File: config.mk
export PLATFORM = sky130hd
export DESIGN_NAME = game_input_controller
export DESIGN_NICKNAME = d
export VERILOG_FILES = /design/src/rtl/game_input_controller.sv
export SDC_FILE = /design/constraint.sdc
export NUM_CORES = 1
export LEC_CHECK = 0
export BUFFER_PORTS_ARGS = -buffer_cell sky130_fd_sc_hd__buf_4
export CAP_MARGIN = 20
export CORE_ASPECT_RATIO = 1.25
export CORE_MARGIN = 1
export CORE_UTILIZATION = 56
export DETAILED_ROUTE_END_ITERATION = 10
export PLACE_DENSITY = 0.84
export SLEW_MARGIN = 20
export SYNTH_ARGS = -nofsm -noshare
export SYNTH_HDL_FRONTEND = slang
export SYNTH_SLANG_ARGS = --single-unit
File: constraint.sdc
create_clock -name clk -period 3.26 [get_ports clk]
set_input_delay 0.163 -clock clk [delete_from_list [all_inputs] [get_ports clk]]
set_output_delay 0.163 -clock clk [all_outputs]
set_load 0.1 [all_outputs]
File: src/rtl/game_input_controller.sv
// ---------------------------------------------------------------------------
// game_input_controller
//
// Purpose:
//   Synchronises and debounces NUM_BUTTONS raw push buttons, resolves them
//   through a fixed lowest-index-wins priority encoder into a one-hot code and
//   queues movement events (press, direction change and, optionally,
//   auto-repeat) in a small first-word-fall-through FIFO read by the CPU over
//   a valid/ready handshake.
//
// Ports:
//   clk          in   single clock
//   reset        in   synchronous, active-high
//   buttons      in   [NUM_BUTTONS]  raw asynchronous buttons, active-high
//   movement     out  [DATA_WIDTH]   registered current winning code, 0 if none
//   evt_valid    out  event queue non-empty
//   evt_data     out  [DATA_WIDTH]   head event code, 0 when empty
//   evt_ready    in   pops the head when evt_valid & evt_ready
//   overflow     out  sticky, set when an event is dropped on a full queue
//   overflow_clr in   clears overflow (a simultaneous drop wins)
//
// Configuration:
//   GAME_INPUT_AUTOREPEAT_EN  defined: held direction re-emits its code
//                             REPEAT_DELAY cycles after the press, then every
//                             REPEAT_RATE cycles.
//                             undefined: events only on press / direction change.
// ---------------------------------------------------------------------------
module game_input_controller #(
    parameter int NUM_BUTTONS     = 4,
    parameter int DATA_WIDTH      = 16,
    parameter int DEBOUNCE_CYCLES = 16,
    parameter int REPEAT_DELAY    = 64,
    parameter int REPEAT_RATE     = 16,
    parameter int FIFO_DEPTH      = 4
) (
    input  logic                   clk,
    input  logic                   reset,
    input  logic [NUM_BUTTONS-1:0] buttons,
    output logic [DATA_WIDTH-1:0]  movement,
    output logic                   evt_valid,
    output logic [DATA_WIDTH-1:0]  evt_data,
    input  logic                   evt_ready,
    output logic                   overflow,
    input  logic                   overflow_clr
);

    // Debounce counter only has to hold 0..DEBOUNCE_CYCLES-1.
    localparam int DB_W = (DEBOUNCE_CYCLES > 1) ? $clog2(DEBOUNCE_CYCLES) : 1;
    localparam int AW   = $clog2(FIFO_DEPTH);
    localparam int CW   = AW + 1;

`ifdef GAME_INPUT_AUTOREPEAT_EN
    localparam int RPT_MAX = (REPEAT_DELAY > REPEAT_RATE) ? REPEAT_DELAY : REPEAT_RATE;
    localparam int RPT_W   = (RPT_MAX > 1) ? $clog2(RPT_MAX) : 1;

    typedef enum logic [1:0] {
        ST_IDLE   = 2'd0,
        ST_DELAY  = 2'd1,
        ST_REPEAT = 2'd2
    } state_t;

    logic [RPT_W-1:0] rpt_cnt_r;
`else
    typedef enum logic [1:0] {
        ST_IDLE  = 2'd0,
        ST_DELAY = 2'd1
    } state_t;
`endif

    logic [NUM_BUTTONS-1:0] sync1_r;
    logic [NUM_BUTTONS-1:0] sync2_r;
    logic [NUM_BUTTONS-1:0] deb_r;
    logic [DB_W-1:0]        db_cnt_r [NUM_BUTTONS];

    logic [DATA_WIDTH-1:0]  winner_s;
    logic [DATA_WIDTH-1:0]  prev_r;
    state_t                 state_r;
    logic                   push_s;

    logic [DATA_WIDTH-1:0]  mem_r [FIFO_DEPTH];
    logic [AW-1:0]          wr_ptr_r;
    logic [AW-1:0]          rd_ptr_r;
    logic [CW-1:0]          fifo_cnt_r;
    logic                   full_s;
    logic                   do_pop_s;
    logic                   do_push_s;
    logic                   drop_s;

    // Two-flop synchroniser on the raw buttons.
    always_ff @(posedge clk) begin
        if (reset) begin
            sync1_r <= '0;
            sync2_r <= '0;
        end else begin
            sync1_r <= buttons;
            sync2_r <= sync1_r;
        end
    end

    // Per-button debounce: accept a new level after DEBOUNCE_CYCLES
    // consecutive synced cycles that disagree with the current state.
    always_ff @(posedge clk) begin
        if (reset) begin
            deb_r <= '0;
            for (int i = 0; i < NUM_BUTTONS; i++) begin
                db_cnt_r[i] <= '0;
            end
        end else begin
            for (int i = 0; i < NUM_BUTTONS; i++) begin
                if (sync2_r[i] == deb_r[i]) begin
                    db_cnt_r[i] <= '0;
                end else if (db_cnt_r[i] == DB_W'(DEBOUNCE_CYCLES - 1)) begin
                    deb_r[i]    <= ~deb_r[i];
                    db_cnt_r[i] <= '0;
                end else begin
                    db_cnt_r[i] <= db_cnt_r[i] + DB_W'(1);
                end
            end
        end
    end

    // Priority encoder: scanning from the top lets the lowest set bit win.
    always_comb begin
        winner_s = '0;
        for (int i = NUM_BUTTONS - 1; i >= 0; i--) begin
            if (deb_r[i]) begin
                winner_s = DATA_WIDTH'(1) << i;
            end else begin
                winner_s = winner_s;
            end
        end
    end

    // Registered level view of the current direction.
    always_ff @(posedge clk) begin
        if (reset) begin
            movement <= '0;
        end else begin
            movement <= winner_s;
        end
    end

    // Event decision for this edge; releases never generate an event.
    always_comb begin
        push_s = 1'b0;
        case (state_r)
            ST_IDLE: begin
                push_s = (winner_s != '0);
            end
            ST_DELAY: begin
                if (winner_s == '0) begin
                    push_s = 1'b0;
                end else if (winner_s != prev_r) begin
                    push_s = 1'b1;
`ifdef GAME_INPUT_AUTOREPEAT_EN
                end else if (rpt_cnt_r == RPT_W'(REPEAT_DELAY - 1)) begin
                    push_s = 1'b1;
`endif
                end else begin
                    push_s = 1'b0;
                end
            end
`ifdef GAME_INPUT_AUTOREPEAT_EN
            ST_REPEAT: begin
                if (winner_s == '0) begin
                    push_s = 1'b0;
                end else if (winner_s != prev_r) begin
                    push_s = 1'b1;
                end else if (rpt_cnt_r == RPT_W'(REPEAT_RATE - 1)) begin
                    push_s = 1'b1;
                end else begin
                    push_s = 1'b0;
                end
            end
`endif
            default: begin
                push_s = 1'b0;
            end
        endcase
    end

    // Event FSM state, last-winner register and repeat timer.
    always_ff @(posedge clk) begin
        if (reset) begin
            state_r   <= ST_IDLE;
            prev_r    <= '0;
`ifdef GAME_INPUT_AUTOREPEAT_EN
            rpt_cnt_r <= '0;
`endif
        end else begin
            prev_r <= winner_s;
            case (state_r)
                ST_IDLE: begin
                    if (winner_s != '0) begin
                        state_r   <= ST_DELAY;
`ifdef GAME_INPUT_AUTOREPEAT_EN
                        rpt_cnt_r <= '0;
`endif
                    end
                end
                ST_DELAY: begin
                    if (winner_s == '0) begin
                        state_r <= ST_IDLE;
`ifdef GAME_INPUT_AUTOREPEAT_EN
                    end else if (winner_s != prev_r) begin
                        rpt_cnt_r <= '0;
                    end else if (rpt_cnt_r == RPT_W'(REPEAT_DELAY - 1)) begin
                        rpt_cnt_r <= '0;
                        state_r   <= ST_REPEAT;
                    end else begin
                        rpt_cnt_r <= rpt_cnt_r + RPT_W'(1);
`endif
                    end
                end
`ifdef GAME_INPUT_AUTOREPEAT_EN
                ST_REPEAT: begin
                    if (winner_s == '0) begin
                        state_r <= ST_IDLE;
                    end else if (winner_s != prev_r) begin
                        rpt_cnt_r <= '0;
                        state_r   <= ST_DELAY;
                    end else if (rpt_cnt_r == RPT_W'(REPEAT_RATE - 1)) begin
                        rpt_cnt_r <= '0;
                    end else begin
                        rpt_cnt_r <= rpt_cnt_r + RPT_W'(1);
                    end
                end
`endif
                default: begin
                    state_r <= ST_IDLE;
                end
            endcase
        end
    end

    // A pop frees the head slot in the same edge, so a push into a full
    // queue still succeeds when it coincides with a pop.
    assign full_s    = (fifo_cnt_r == CW'(FIFO_DEPTH));
    assign do_pop_s  = evt_valid & evt_ready;
    assign do_push_s = push_s & (~full_s | do_pop_s);
    assign drop_s    = push_s & full_s & ~do_pop_s;
    assign evt_valid = (fifo_cnt_r != CW'(0));
    assign evt_data  = evt_valid ? mem_r[rd_ptr_r] : '0;

    // Event storage; contents are only observable while counted as valid.
    always_ff @(posedge clk) begin
        if (do_push_s) begin
            mem_r[wr_ptr_r] <= winner_s;
        end
    end

    // Queue pointers, occupancy and sticky overflow flag (set beats clear).
    always_ff @(posedge clk) begin
        if (reset) begin
            wr_ptr_r   <= '0;
            rd_ptr_r   <= '0;
            fifo_cnt_r <= '0;
            overflow   <= 1'b0;
        end else begin
            if (do_push_s) begin
                wr_ptr_r <= wr_ptr_r + AW'(1);
            end
            if (do_pop_s) begin
                rd_ptr_r <= rd_ptr_r + AW'(1);
            end
            case ({do_push_s, do_pop_s})
                2'b10:   fifo_cnt_r <= fifo_cnt_r + CW'(1);
                2'b01:   fifo_cnt_r <= fifo_cnt_r - CW'(1);
                default: fifo_cnt_r <= fifo_cnt_r;
            endcase
            if (drop_s) begin
                overflow <= 1'b1;
            end else if (overflow_clr) begin
                overflow <= 1'b0;
            end
        end
    end

endmodule

# Word level (Yosys, flattened, before mapping)
# Memory sizes are Yosys's and may differ from the RTL's. A register that Yosys moved wholly into a read port is not among the register bits.
# Index checks and enable logic that the tools add are counted.
totals:
  register_bits: 38
  ram_bits: 80
  in_bits: 8
  elab_cells: 151
  mem_count: 2
classes:
  n_addsub: 8
  eq_ne: 15
  mux: 76
  n_bitwise: 27
  reduce_logical: 11
memory_table:
  columns: ["memory", "words", "word_bits", "read_ports", "rd_clocked_by_memory_dff", "write_ports", "line", "text"]
  rows:
  - ["mem_r", 4, 16, 1, 1, 1, "80", "logic [DATA_WIDTH-1:0] mem_r [FIFO_DEPTH];"]
  - ["db_cnt_r", 4, 4, 4, 0, 4, "73", "logic [DB_W-1:0] db_cnt_r [NUM_BUTTONS];"]
ops:
  columns: ["operator", "n"]
  rows:
  - ["2-to-1 mux 16 bit", 4]
  - ["2-to-1 mux 1 bit", 52]
  - ["2-to-1 mux 4 bit", 13]
  - ["adder 4 x 1 -> 4 bit, second input constant", 4]
  - ["equality test 4 bit, second input constant", 4]
  - ["logical NOT 16 bit", 1]
  - ["inequality test 16 bit", 1]
  - ["nonzero test 16 bit", 1]
  - ["OR 1 bit", 13]
  - ["NOT 1 bit", 10]
  - ["AND reduction 2 bit", 5]
  - ["2-to-1 mux 2 bit", 4]
  - ["one-hot mux 3 bit (2 select lines)", 1]
  - ["adder 2 x 1 -> 2 bit, second input constant", 2]
  - ["AND 1 bit", 4]
  - ["equality test 1 bit", 4]
  - ["equality test 2 x 1 -> 1 bit, second input constant", 2]
  - ["inequality test 2 bit, second input constant", 2]
  - ["one-hot mux 2 bit (2 select lines)", 1]
  - ["nonzero test 2 bit", 2]
  - ["adder 3 x 1 -> 3 bit, second input constant", 1]
  - ["equality test 3 bit, second input constant", 1]
  - ["nonzero test 3 bit", 1]
  - ["subtractor 3 x 1 -> 3 bit, second input constant", 1]
  - ["3 further kinds", 3]

# Longest topological paths before layout
# Gate-level depths: netlist of the first run.
depth:
  word_depth: 11
  ltp_mapped: 9
  ltp_nobuf: 8

# Least setup slack after synthesis of the first run
# OpenSTA, ideal clock, no wires.
synth_timing:
  path_kind: "register to register"
  start: "register prev_r[1]"
  end: "register fifo_cnt_r[2]"
  setup_ns: 0.123
  t_arrival_ns: 2.593
  required_time_ns: 3.137
  slack_ns: 0.544
  path_stages_with_launch: 9
  synth_period_minus_slack_ns: 2.716
  path_cell_list: "dfxtp_1 xor2_1 o31ai_1 a31oi_4 nor2b_1 fa_1 nor4b_1 a2bb2oi_1 mux2_1"
synth_between:
  elab_chain_cells: 7
  word_cells_on_any_way: 9
  cone_classes: "eq/ne (3); mux (4); bitwise (1); reduce/logical (1)"
synth_lines:
  columns: ["element", "line", "text"]
  rows:
  - ["start, declared", "76", "logic [DATA_WIDTH-1:0] prev_r;"]
  - ["start signal, assigned", "191", "prev_r <= winner_s;"]
  - ["inequality test 16 bit *", "153", "end else if (winner_s != prev_r) begin"]
  - ["2-to-1 mux 1 bit *", "153", null]
  - ["2-to-1 mux 1 bit *", "151", "if (winner_s == '0) begin"]
  - ["one-hot mux 1 bit (2 select lines) *", "146", "case (state_r)"]
  - ["AND 1 bit *", "240", "assign do_push_s = push_s & (~full_s | do_pop_s);"]
  - ["equality test 2 x 1 -> 1 bit or equality test 2 bit (tied branches)", "266", "case ({do_push_s, do_pop_s})"]
  - ["one-hot mux 3 bit (2 select lines) or nonzero test 2 bit (tied branches)", null, null]
  - ["end signal, assigned", "267", "2'b10: fifo_cnt_r <= fifo_cnt_r + CW'(1);"]
  - ["end signal, assigned", "268", "2'b01: fifo_cnt_r <= fifo_cnt_r - CW'(1);"]
  - ["end signal, assigned", "269", "default: fifo_cnt_r <= fifo_cnt_r;"]
  - ["end, declared", "83", "logic [CW-1:0] fifo_cnt_r;"]
# Mark *: on every way between the ends. The rest lies on a longest branch, timed or not.
# A chain may end at the register's enable or synchronous reset.

# Final worst setup path of the first run
layout_timing:
  start: "register deb_r[0]"
  end: "register fifo_cnt_r[2]"
layout_between:
  elab_chain_cells: 8
  word_cells_on_any_way: 12
  cone_classes: "eq/ne (3); mux (5); bitwise (1); reduce/logical (3)"
layout_lines:
  columns: ["element", "line", "text"]
  rows:
  - ["start, declared", "72", "logic [NUM_BUTTONS-1:0] deb_r;"]
  - ["start signal, assigned by index", "113", "deb_r[i] <= ~deb_r[i];"]
  - ["2-to-1 mux 16 bit *", "126", "if (deb_r[i]) begin"]
  - ["net winner_s[2]", "75", "logic [DATA_WIDTH-1:0] winner_s;"]
  - ["inequality test 16 bit", "153", null]
  - ["2-to-1 mux 1 bit", "153", null]
  - ["2-to-1 mux 1 bit", "151", null]
  - ["one-hot mux 1 bit (2 select lines) *", "146", null]
  - ["AND 1 bit *", "240", null]
  - ["equality test 2 x 1 -> 1 bit or equality test 2 bit (tied branches)", "266", null]
  - ["one-hot mux 3 bit (2 select lines) or nonzero test 2 bit (tied branches)", null, null]
# Mark *: on every way through the listed nets, which the timed path passes. The rest lies on a longest branch.

==> results.sh, run 1 <==
export IMPL_status="complete, no violations"
export IMPL_finalNonFillerCells=328
export IMPL_yosys_area_top_type="edfxtp_1"
export IMPL_cts_sinks=59
export IMPL_pwr_share_clk=0.334
export IMPL_grt_pass1_vias=1552
export IMPL_placed_cells=312
export IMPL_critPathArrivalTime_ps=2910
export IMPL_yosysWarnings=0
export IMPL_maxSlewViolCount=0
export IMPL_synth_area_top_cells="edfxtp_1 (35%), dfxtp_1 (20%), buf_4 (6.6%), nor2_1 (4.1%), nor2b_1 (3.9%)"
export IMPL_period_share=0.8239
export IMPL_route_detailed_drc=0
export IMPL_drt_initial_drc_count=33
export IMPL_vias_per_cell=4.744
export IMPL_postCtsHoldBufs=0
export IMPL_worstSetupStartpoint="deb_r[0]$_SDFFE_PP0P_"
export IMPL_synth_top_area_frac=0.3508
export IMPL_internal_power_mw=1.532
export IMPL_syn_area_per_cell_um2=12.12
export IMPL_htreeDepth=3
export IMPL_cts_made_buffers=9
export IMPL_cts_setup_buffers=0
export IMPL_met3_usage=0.05114
export IMPL_grtUsageTotal=0.1776
export IMPL_p_comb_frac=0.303
export IMPL_via_count=1556
export IMPL_synthArstFlopShare=0
export IMPL_path_clk_slew_ps=70
export IMPL_hpwl_mm=2.711
export IMPL_r2r_start="deb_r[0]$_SDFFE_PP0P_"
export IMPL_synthDistinctLibCells=34
export IMPL_netSwitchingPower_uw=852.9
export IMPL_dr_pass1_iters=4
export IMPL_globalplace_congestion=0.6677
export IMPL_busiest_layer="met2"
export IMPL_cap_violations=0
export IMPL_placementRows=28
export IMPL_worstMarginPinSlew_ps=604.1
export IMPL_clock_path_buffers=2
export IMPL_grt_antenna_before_repair=0
export IMPL_seqPwrFrac=0.364
export IMPL_path_class="flop to flop"
export IMPL_cts_root_buf="clkbuf_8"
export IMPL_post_drt_wl_per_cell_um=12.01
export IMPL_insertion_delay_ps=330
export IMPL_max_stage_delay_ps=490
export IMPL_hold_violations=0
export IMPL_multi_input_area_um2=1139
export IMPL_portBuffers=17
export IMPL_cts_resized=0
export IMPL_start_util=0.5791
export IMPL_fin_crit_ps=2686
export IMPL_sw_frac_of_total=0.3576
export IMPL_grt_pass1_wl_mm=6.665
export IMPL_fmax_mhz=372.3
export IMPL_cp_start_kind="flop"
export IMPL_ant_nets=0
export IMPL_rsz0062_at_grt="false"
export IMPL_slew_headroom=0.5916
export IMPL_p_leak_nw=1.268
export IMPL_fin_nets=280
export IMPL_setup_tns_ps=0
export IMPL_peakVddDrop_mv=0.3875
export IMPL_power_density_nw_per_um2=765.8
export IMPL_endpoint_kind="flop"
export IMPL_worst_hold_path_type="input pin to flop"
export IMPL_cts_tree="done"
export IMPL_fin_skew_ps=6.799
export IMPL_use_met2=0.3126
export IMPL_ys_seq_area_frac=0.5482
export IMPL_grt_max_degree=36
export IMPL_synthCells=226
export IMPL_syn_to_final_growth_pct=13.70
export IMPL_path_cells="nor3b_2 -> mux2i_1 -> a31oi_4 -> nor2b_1 -> fa_1 -> nor4b_1 -> a2bb2oi_1 -> mux2_1"
export IMPL_dieArea_um2=5176
export IMPL_die_h_um=80.19
export IMPL_syn_area_um2=2739
export IMPL_register_area_um2=1501
export IMPL_grt_ovfl_total=0
export IMPL_drive_gt1_frac=0.1530
export IMPL_cpMaxStageDelayCell="nor3b_2"
export IMPL_setup_viol=0
export IMPL_met1_usage=0.1852
export IMPL_ios=42
export IMPL_nFillCells=366
export IMPL_die_width_um=64.55
export IMPL_core_um2=4730
export IMPL_worstPathMaxFanout=13
export IMPL_cp_required_ps=3480
export IMPL_worst_hold_startpoint="buttons[2]"
export IMPL_synth_edff_count=32
export IMPL_diodes=0
export IMPL_synth_ff_type="edfxtp_1"
export IMPL_routed_wl_mm=3.938
export IMPL_yosys_register_bits=59
==> cells by family (layout without fill, tap and decap cells) <==
| family | after synthesis | after routing | synth area share |
|---|---|---|---|
| adders and majority gates | 9 | 9 | 0.04386 |
| AOI/OAI and AO/OA | 4 | 4 | 0.01553 |
| muxes | 15 | 15 | 0.07446 |
| buffers and inverters | 36 | 40 | 0.08816 |
| xor gates and xnor gates | 16 | 16 | 0.05116 |
| other | 2 | 40 | 0.002742 |
| and+or+nand+nor | 85 | 85 | 0.1759 |
| DFF | 59 | 59 | 0.5482 |
==> power by group through the flow <==
| stage | registers (mW) | clock network, mW | logic, mW |
|---|---|---|---|
| final | 0.867 | 0.796 | 0.722 |
| after global routing | 0.873 | 0.841 | 0.760 |
| after CTS | 0.869 | 0.807 | 0.726 |
| after detailed placement | 0.883 | 0 | 0.724 |
| after global placement | 0.882 | 0 | 0.718 |
| after floorplan | 0.874 | 0 | 0.665 |
==> cell usage after synthesis, drive strengths merged (5+ instances only) <==
master,instances
buf,27
dfxtp,27
or3,5
mux2i,8
xor2,6
nor2b,17
and2,9
edfxtp,32
nand2b,6
nor2,30
inv,6
ha,8
nand3,5
xnor2,10
==> per-layer routing <==
layer / up-vias / part of all wire
met4: 0 / 0.021
li1: 777 / -
met1: 732 / 0.42
met2: 40 / 0.52
met3: 7 / 0.037
met5: - / 0
==> metrics by stage <==
| stage | total power, mW | setup WS [ps] | instance area (µm²) | util | hold WS [ps] |
|---|---|---|---|---|---|
| after floorplan | 1.539 | 544.0 | 2882 | - | 291.2 |
| after global placement | 1.600 | 749.4 | 2873 | 0.6074 | 376.6 |
| after detailed placement | 1.608 | 613.7 | 2873 | 0.6074 | 384.1 |
| after CTS | 2.402 | 598.6 | 3114 | 0.6585 | 39.53 |
| after global routing | 2.473 | 394.9 | 3114 | 0.6585 | 45.30 |
| final | 2.385 | 574.1 | 3114 | 0.6585 | 48.96 |
==> cell usage in the layout (no fill, tap or decap), drive strengths merged, types with 2 or more instances in the layout <==
cell,count
conb,40
edfxtp,32
nor2,30
dfxtp,27
buf,18
nor2b,17
clkbuf,11
xnor2,10
and2,9
mux2i,8
ha,8
inv,6
xor2,6
nand2b,6
nand3,5
or3,5
mux4,4
and3,4
mux2,3
bufinv,3
nor4b,3
nand2,2
clkinv,2
==> layout make-up <==
cell class                 count  area share
sequential                    59      0.4821
multi-input combinational    169      0.3656
clock buffer                  11     0.04540
timing repair buffer          18     0.04339
clock inverter                 5     0.03214
tap                           60     0.02411
inverter                       6    0.007232
==> worst max-delay path: cells and delay by family (launching register included) <==
kind | cells | cell delay, ps
DFF | 1 | 450
AOI/OAI and AO/OA | 2 | 470
muxes | 2 | 550
adders and majority gates | 1 | 370
and+or+nand+nor | 3 | 740
==> final timing paths <==
kind / to / slack, ps / cells past startpoint
hold / removal: sync1_r[2]$_SDFF_PP0_ / 50 / 2
hold reg to reg: sync2_r[2]$_SDFF_PP0_ / 440 / 1
setup reg to reg: fifo_cnt_r[2]$_SDFFE_PP0P_ / 570 / 8
setup / recovery: fifo_cnt_r[2]$_SDFFE_PP0P_ / 570 / 8
==> sequential cells by signal (all words and copies together) (netlist names), named ones only <==
signal	cells
sync2_r	4
wr_ptr_r	2
fifo_cnt_r	3
prev_r	4
deb_r	4
sync1_r	4
overflow	1
rd_ptr_r	2
state_r	1
mem_r	16
db_cnt_r	16
Power figures use the tool's default switching activity.
==> run 2: changes to the inputs <==
==> constraint.sdc (replaced) <==
create_clock -name clk -period 2.8 [get_ports clk]
set_input_delay 0.14 -clock clk [delete_from_list [all_inputs] [get_ports clk]]
set_output_delay 0.14 -clock clk [all_outputs]
set_load 0.1 [all_outputs]
==> run 2 against run 1 <==
  * Register-to-register slack got worse by 350 ps
  * Setup slack worse by 350 ps
  * Combinational power rose by 16%
  * Utilization fell by 0.42 points
  * Maximum frequency rose by 4.1%
  * Critical path type unchanged
  * Largest power group unchanged
==> results.sh, run 2 (synthesis gave the netlist of run 1 again) <==
export IMPL_htreeDepth=3
export IMPL_slew_headroom=0.5656
export IMPL_start_util=0.5791
export IMPL_final_cell_mix="conb_1 (40), edfxtp_1 (32), nor2_1 (30)"
export IMPL_worst_hold_startpoint="buttons[1]"
export IMPL_dr_pass1_iters=4
export IMPL_die_width_um=64.55
export IMPL_grt_max_degree=36
export IMPL_portBuffers=17
export IMPL_worstPathMaxFanout=6
export IMPL_r2r_start="deb_r[2]$_SDFFE_PP0P_"
export IMPL_status="complete, no violations"
export IMPL_placementRows=28
export IMPL_p_leak_nw=1.257
export IMPL_cts_root_buf="clkbuf_8"
export IMPL_path_class="flop to flop"
export IMPL_fin_nets=281
export IMPL_fin_skew_ps=5.676
export IMPL_setup_tns_ps=0
export IMPL_cts_sinks=59
export IMPL_peakVddDrop_mv=0.3747
export IMPL_use_met2=0.2979
export IMPL_via_count=1528
export IMPL_path_clk_slew_ps=60
export IMPL_core_um2=4730
export IMPL_routed_wl_mm=3.710
export IMPL_fin_crit_ps=2580
export IMPL_endpoint_kind="flop"
export IMPL_worst_hold_path_type="input pin to flop"
export IMPL_critPathBufInv=0
export IMPL_path_cells="nor3b_4 -> mux2i_1 -> a31oi_4 -> nor2b_1 -> fa_1 -> nor4b_1 -> a2bb2oi_1 -> mux2_1"
export IMPL_die_h_um=80.19
export IMPL_drt_initial_drc_count=51
export IMPL_met1_usage=0.1877
export IMPL_grtUsageTotal=0.1719
export IMPL_drive_gt1_frac=0.1561
export IMPL_grt_pass1_wl_mm=6.527
export IMPL_worstMarginPinSlew_ps=642.5
export IMPL_cts_made_buffers=9
export IMPL_cts_tree="done"
export IMPL_globalplace_congestion=0.6836
export IMPL_worstSetupStartpoint="deb_r[2]$_SDFFE_PP0P_"
export IMPL_hpwl_mm=2.644
export IMPL_period_share=0.9214
export IMPL_busiest_layer="met2"
export IMPL_setup_viol=0
export IMPL_hold_violations=0
export IMPL_rsz0062_at_grt="false"
export IMPL_fmax_mhz=387.6
export IMPL_critPathArrivalTime_ps=2780
export IMPL_nFillCells=366
export IMPL_route_detailed_drc=0
export IMPL_cp_start_kind="flop"
export IMPL_total_power_mw=2.654
export IMPL_met3_usage=0.05398
export IMPL_reg_top3="db_cnt_r: 16 flops, mem_r: 16 flops"
export IMPL_diodes=0
export IMPL_ios=42
export IMPL_cp_top_family="simple AND/OR/NAND/NOR gates"
export IMPL_cap_violations=0
export IMPL_grt_pass1_vias=1510
export IMPL_cp_required_ps=3000
export IMPL_clock_path_buffers=2
export IMPL_maxSlewViolCount=0
export IMPL_max_stage_delay_ps=450
export IMPL_grt_ovfl_total=0
export IMPL_cpMaxStageDelayCell="dfxtp_1"
export IMPL_grt_antenna_before_repair=0
export IMPL_post_drt_wl_per_cell_um=11.28
export IMPL_syn_to_final_growth_pct=12.97
export IMPL_dieArea_um2=5176
export IMPL_power_density_nw_per_um2=857.7
export IMPL_vias_per_cell=4.644
export IMPL_ant_nets=0
export IMPL_insertion_delay_ps=320
export IMPL_final_common_cell="conb_1"
-- run 2: cell types whose count changed in the layout (fill, tap and decap cells not counted), sizes merged --
cell	before	now
buf	18	19
bufinv	3	2
clkbuf	11	10
clkinv	2	4
-- run 2: through the flow --
stage / util / setup WS, ps / area, µm² / hold slack [ps] / cells
2_1_floorplan: - / 84.04 / 2882 / 268.2 / 264
4_1_cts: 0.6529 / 108.3 / 3088 / 15.61 / 329
6_report: 0.6542 / 219.9 / 3094 / 28.57 / 329
5_1_grt: 0.6542 / 40.45 / 3094 / 41.31 / 329
3_5_place_dp: 0.6090 / 190.0 / 2880 / 355.1 / 313
3_3_place_gp: 0.6090 / 295.4 / 2880 / 352.4 / 313
-- run 2: layer usage --
metal  routed length, µm  share of wire
met1                1580           0.43
met2                1904           0.51
met3                 150          0.040
met4                  74          0.020
met5                   0              0
-- run 2: cell type report --
| type | instances | area, µm² | area share |
|---|---|---|---|
| multi-input combinational | 169 | 1145 | 0.3700 |
| clock inverter | 6 | 80.08 | 0.02588 |
| sequential | 59 | 1501 | 0.4852 |
| clock buffer | 10 | 127.6 | 0.04125 |
| inverter | 6 | 22.52 | 0.007279 |
| tap | 60 | 75.07 | 0.02426 |
| timing repair buffer | 19 | 142.6 | 0.04610 |
-- run 2: path summary, 6_finish.rpt --
| check | end | slack, ps | depth (start not counted) |
|---|---|---|---|
| setup reg to reg | fifo_cnt_r[2]$_SDFFE_PP0P_ | 220 | 8 |
| hold / removal | sync1_r[1]$_SDFF_PP0_ | 30 | 2 |
| hold reg to reg | sync2_r[2]$_SDFF_PP0_ | 440 | 1 |
| setup / recovery | fifo_cnt_r[2]$_SDFFE_PP0P_ | 220 | 8 |
-- run 2: repair_timing --
action,in CTS,in global routing
setup buffers,0,0
hold buffers,0,0
gates resized for setup,0,1
setup endpoints to repair,0,1
-- run 2: report_power, final --
part | total (mW) | internal [mW] | switching [mW]
Combinational | 0.839 | 0.211 | 0.628
Sequential | 1.01 | 0.958 | 0.0515
Clock | 0.805 | 0.495 | 0.311
Total | 2.65 | 1.66 | 0.990
